[src/rtl/fetch_loader_ctrl.sv]
// Instruction-fetch controller: loads program words from UART bytes into instruction
// memory and sequences the pipeline in free-run or single-step mode until halt.
module fetch_loader_ctrl #(
   parameter int          ADDR_WIDTH = 10,
   parameter logic [31:0] END_WORD   = 32'hFFFFFFFF
) (
   input  logic                  clock,
   input  logic                  reset,
   input  logic [7:0]            rx_data,
   input  logic                  rx_done,
   input  logic                  halt,
   output logic                  im_we,
   output logic [ADDR_WIDTH-1:0] im_addr,
   output logic [31:0]           im_din,
   output logic                  pipe_enable,
   output logic                  pipe_restart,
   output logic                  loading,
   output logic                  busy,
   output logic [ADDR_WIDTH:0]   word_count
);

   typedef enum logic [2:0] {
      S_IDLE,
      S_LOAD,
      S_RUN,
      S_STEP_WAIT,
      S_STEP_EXEC,
      S_DONE
   } state_t;

   localparam logic [7:0] CMD_LOAD = 8'h4C;
   localparam logic [7:0] CMD_RUN  = 8'h52;
   localparam logic [7:0] CMD_STEP = 8'h53;
   localparam logic [7:0] CMD_NEXT = 8'h4E;

   localparam logic [ADDR_WIDTH:0] LAST_INDEX = {1'b0, {ADDR_WIDTH{1'b1}}};
   localparam logic [ADDR_WIDTH:0] ONE_WORD   = {{ADDR_WIDTH{1'b0}}, 1'b1};

   state_t      state_reg;
   logic [1:0]  byte_cnt_reg;
   logic [23:0] shift_reg;
   logic [31:0] word_full;

   // The fourth byte completes the word straight from rx_data (MSB-first assembly).
   assign word_full = {shift_reg, rx_data};

   assign loading = (state_reg == S_LOAD);
   assign busy    = (state_reg == S_RUN) || (state_reg == S_STEP_WAIT) ||
                    (state_reg == S_STEP_EXEC);

   always_ff @(posedge clock) begin
      if (reset) begin
         state_reg    <= S_IDLE;
         byte_cnt_reg <= 2'd0;
         shift_reg    <= 24'd0;
         im_we        <= 1'b0;
         im_addr      <= '0;
         im_din       <= 32'd0;
         pipe_enable  <= 1'b0;
         pipe_restart <= 1'b0;
         word_count   <= '0;
      end else begin
         im_we        <= 1'b0;
         pipe_restart <= 1'b0;
         case (state_reg)
            S_IDLE, S_DONE: begin
               pipe_enable <= 1'b0;
               if (rx_done) begin
                  if (rx_data == CMD_LOAD) begin
                     state_reg    <= S_LOAD;
                     im_addr      <= '0;
                     byte_cnt_reg <= 2'd0;
                     word_count   <= '0;
                  end else if (rx_data == CMD_RUN && word_count != '0) begin
                     state_reg    <= S_RUN;
                     pipe_restart <= 1'b1;
                     pipe_enable  <= 1'b1;
                  end else if (rx_data == CMD_STEP && word_count != '0) begin
                     state_reg    <= S_STEP_WAIT;
                     pipe_restart <= 1'b1;
                  end
               end
            end

            S_LOAD: begin
               pipe_enable <= 1'b0;
               if (rx_done) begin
                  shift_reg    <= {shift_reg[15:0], rx_data};
                  byte_cnt_reg <= byte_cnt_reg + 2'd1;
                  if (byte_cnt_reg == 2'd3) begin
                     if (word_full == END_WORD) begin
                        state_reg <= S_IDLE;
                     end else begin
                        // word_count doubles as the next write address while loading
                        im_we      <= 1'b1;
                        im_din     <= word_full;
                        im_addr    <= word_count[ADDR_WIDTH-1:0];
                        word_count <= word_count + ONE_WORD;
                        if (word_count == LAST_INDEX)
                           state_reg <= S_IDLE;
                     end
                  end
               end
            end

            S_RUN: begin
               if (halt) begin
                  state_reg   <= S_DONE;
                  pipe_enable <= 1'b0;
               end else begin
                  pipe_enable <= 1'b1;
               end
            end

            S_STEP_WAIT: begin
               pipe_enable <= 1'b0;
               if (rx_done) begin
                  if (rx_data == CMD_NEXT) begin
                     state_reg   <= S_STEP_EXEC;
                     pipe_enable <= 1'b1;
                  end else if (rx_data == CMD_RUN) begin
                     state_reg   <= S_RUN;
                     pipe_enable <= 1'b1;
                  end
               end
            end

            S_STEP_EXEC: begin
               pipe_enable <= 1'b0;
               state_reg   <= halt ? S_DONE : S_STEP_WAIT;
            end

            default: begin
               state_reg   <= S_IDLE;
               pipe_enable <= 1'b0;
            end
         endcase
      end
   end

endmodule

[config.mk]
export PLATFORM = sky130hd
export DESIGN_NAME = fetch_loader_ctrl
export DESIGN_NICKNAME = d
export VERILOG_FILES = /design/src/rtl/fetch_loader_ctrl.sv
export SDC_FILE = /design/constraint.sdc
export NUM_CORES = 1
export LEC_CHECK = 0
export CAP_MARGIN = 20
export CORE_UTILIZATION = 51
export CTS_BUF_LIST = sky130_fd_sc_hd__clkbuf_4 sky130_fd_sc_hd__clkbuf_8 sky130_fd_sc_hd__clkbuf_16
export DETAILED_ROUTE_END_ITERATION = 12
export PLACE_DENSITY_LB_ADDON = 0.3
export SYNTH_ARGS = -nofsm -noshare
export SYNTH_HDL_FRONTEND = slang
export SYNTH_SLANG_ARGS = --single-unit
[constraint.sdc]
create_clock -name clock -period 5.5 [get_ports clock]
set_input_delay 1.375 -clock clock [delete_from_list [all_inputs] [get_ports clock]]
set_output_delay 1.375 -clock clock [all_outputs]
set_load 0.05 [all_outputs]
==> results.txt <==
* Outcome: complete, no violations
- FF-to-FF path depth: 7
- Total GRT Usage: 23.9%
* Sequential share of the synthesized area: 48.1%
* Power Dens Cells: 288 nW/µm²
* Die Y: 85.3 µm
- The initial antenna violation count is 0.
* Count of cells resized by post-cts repair: 0
* Final worst-path cycle share: a little over 70%
- Area share of the leading cell type in the synthesized netlist: 48.1%
* Leakage: roughly 1.5 nW
- Router iterations before antenna repair: 5
- Layout cell share with drive strength beyond 1: 5.71%
* Hold wc startpoint: im_din[22]
* Final setup viols: 0
* Slew headroom: 43.6%
* Most numerous cell types in the synthesized netlist: nand2_1 (126), dfxtp_1 (85), a21oi_1 (66)
- Remaining design rule violation count: 0
- Summing the areas of all fa, ha and maj instances in the mapped netlist gives under 10% of the synthesized area.
* H-Tree Level Count: 3
- Per report_power, the clock group accounts for 37.7% of the total.
- Post-Place Worst Slack: roughly 1.5 ns
- In the synthesized netlist, the number of instances is between 400 and 500.
- CP Data Arrival Time: 2.59 ns
* Final Hold Fails: 0
* Horiz. Die Dim: 85.3 µm
* Number of warning messages in the yosys log: 0
- Summing the areas of all and, or, nand and nor instances in the mapped netlist gives 27.4% of the synthesized area.
- For this design the total switching power over the nets is 0.347 mW.
- Most Used Layer, Global Route: met2
- By area, the combinational part of the netlist is dominated by simple AND/OR/NAND/NOR gates.
* Clk pin slew, worst setup/hold paths: roughly 0.090 ns
- The repair_antennas step left the layout with diodes totalling 0.
* Clock latency on the worst-skew pair: 0.36 ns
- Cells taking the most area after synthesis: dfxtp_1 (48%), nand2_1 (13%), a21oi_1 (9.3%)
- Fraction of synthesized area in multiplexers: less than 1%
- GR Layer Usage met1: about a third
- The floorplan step defined a die boundary enclosing 7270 µm².
- GP Congestion: approximately 0.82
* Inst Count DP: 570
- The critical path in this run is classified as reg -> out.
- The clock passes through at most 2 buffers.
* Flip-flop and latch count after synthesis: between 80 and 90
- Summing every instance area after synthesis gives 3530 µm².
* Slew at the pin closest to its max-slew limit: ~0.85 ns
- Layout Area Growth over Synthesis: 26.0%
- The tool flagged a number of max-cap violations equal to 0.
- After synthesis, the share of flip-flops with an asynchronous set or reset is 0%.
- The number of setup buffers added after CTS is 0.
- In the final timing run, aggregate negative setup slack is 0 ns.
- The number of global-route vias before repair came to around 3000.
* First DRT Iteration DRCs: slightly above 200
- Summed over all instances, the cell type with the most area after synthesis is dfxtp_1.
- PnR worst setup slack: about 1.5 ns
* Detail-routed net length per standard cell: about 15 µm
- Setup repair after global routing left no endpoint under its margin.
- The final count of pins violating max slew is 0.
- DRT Wirelength: approximately 8.6 mm
- Summed over all nets, the half-perimeter wirelength after detailed placement is about 5.6 mm.
* Cell at the root of the clock tree: clkbuf_8
* Hold EP: im_din[22]
- Timing would allow up to between 0.2 and 0.3 GHz.
* Number of flops mapped to enable cells by yosys: 0
* Hold-critical path depth: 2
- For this configuration, the core starts out at a cell density of 54.1%.
- The worst setup path is captured at an output pin.
* Number of buffers inserted during clock tree synthesis: 9
- Across the VDD grid, the largest voltage drop is a little under 0.2 mV.
- Std-Cell Rows: 29
* Internal Power: 0.938 mW
* Worst Setup SP: state_reg[0]
* Compound-gate portion of the synthesized area: 18.4%
* Worst-path maximum fanout: 16
* Min-delay worst type: reg -> reg
- Hold_buf cts: 0
* FF-to-FF Start: state_reg[0]
- Net total in the final layout: between 500 and 600
- In this run the remaining antenna-violating nets after routing total 0.
- First-pass GRT wire length: about 14 mm
- Clock skew: between 0.01 and 0.015 ns
- Endpoint of the lowest-slack register-to-register path: word_count[9]
- Of the total synthesized cell area, the portion taken by XOR and XNOR cells is less than 1%.
- The number of nets in the synthesized netlist is approximately 460.
* I/O pin cnt: 70
- Across all register-to-register paths, the minimum setup slack is ~2.7 ns.
* Finished Layout Cells: just under 600
- The register with the most flip-flops in the layout has 32 of them.
* CTS tree: built
- FILL cells: between 500 and 600
* Clock Sink Count: 85
- For this run the aggregate overflow at the end of global routing stands at 0.
* IO Port Bufs: a little under 70
- A synthesized cell averages just under 8 µm².
- Via-to-Cell Ratio: around 5.7
- Most frequently used flop master after synthesis: dfxtp_1
* Top-count cell post-synth: nand2_1
- Met2 usage in global routing: about two fifths
- Pin count of the biggest net entering global routing: 84
- The final route contains 3359 vias.
* Number of distinct library cells after synthesis: 47
- Counting I/O delays and the setup requirement, the final critical path takes just under 4 ns.
* Portion of total power attributed to sequential cells: about half
* Proportion of power drawn by combinational gates: 11.8%
- Critical path required time: about 4.1 ns
- In the global route stage, met3 resource usage came out at approximately 4.4%.
- Net switching is between 20% and 30% of the power.
- After floorplanning, the core was sized to cover roughly 6500 µm².
- Critical Path Start Type: flop
[power groups by stage]
| stage | logic, mW | clock network, mW | registers [mW] |
|---|---|---|---|
| global route | 0.165 | 0.513 | 0.652 |
| CTS | 0.150 | 0.491 | 0.648 |
| floorplan | 0.122 | 0 | 0.648 |
| detailed placement | 0.149 | 0 | 0.663 |
| finish | 0.152 | 0.484 | 0.649 |
| global placement | 0.148 | 0 | 0.662 |
[logic make-up after synthesis]
family / Yosys count
fa+ha+maj: 4
mux: 1
buf+inv: 36
xor+xnor: 1
flops: 85
compound gates: 108
simple gates: 213
[cell type report]
class | count | area (µm²) | area share (%)
well taps | 77 | 96.3 | 2.16
repair buffers | 74 | 723 | 16.2
clock buffers | 9 | 124 | 2.78
clock inverters | 6 | 96.3 | 2.16
flip-flops and latches | 85 | 1700 | 38.2
multi-input cells | 327 | 1690 | 37.9
inverters | 7 | 26.3 | 0.590
[worst max-delay path by stage]
stage,to,slack (ns)
global route,loading,1.41
finish,loading,1.54
floorplan,state_reg[0],2.64
detailed placement,word_count[9],1.45
CTS,loading,1.56
global placement,word_count[9],1.52
[layer usage]
metal / wire [µm] / up-vias
met2: 3930 / 123
met3: 517 / 9
met1: 4020 / 1565
met5: 0 / -
met4: 92 / 0
li1: - / 1662
[through the flow]
stage	instance area, µm²	utilization (%)	hold WS [ns]	total power, mW
after floorplan	3530	-	0.445	0.769
after global placement	4230	64.8	0.441	0.810
after detailed placement	4230	64.8	0.446	0.812
after CTS	4450	68.2	0.458	1.29
after global routing	4450	68.2	0.478	1.33
final	4450	68.2	0.455	1.28
[cells in the final DEF, fill, tap and decap left out, drive strengths merged, types with 3 or more instances in the layout]
cell,instances
inv,9
nand3,12
a311oi,3
clkdlybuf4s50,68
o21ai,9
nor2,28
a21oi,66
ha,3
nor2b,3
buf,6
dfxtp,85
or4,3
nand2,127
a22oi,11
clkbuf,9
nand4,7
and3,9
or3,3
nor4,3
nor3,7
a31oi,3
nand3b,3
[worst max-delay path, cell delays in order, from the launching register on]
cell and delay (ns):
dfxtp_1 0.65, nor2b_1 0.35, nand2_1 0.25, inv_1 0.17, clkdlybuf4s50_1 0.82
Note: power is estimated with default switching activity, not from simulation.
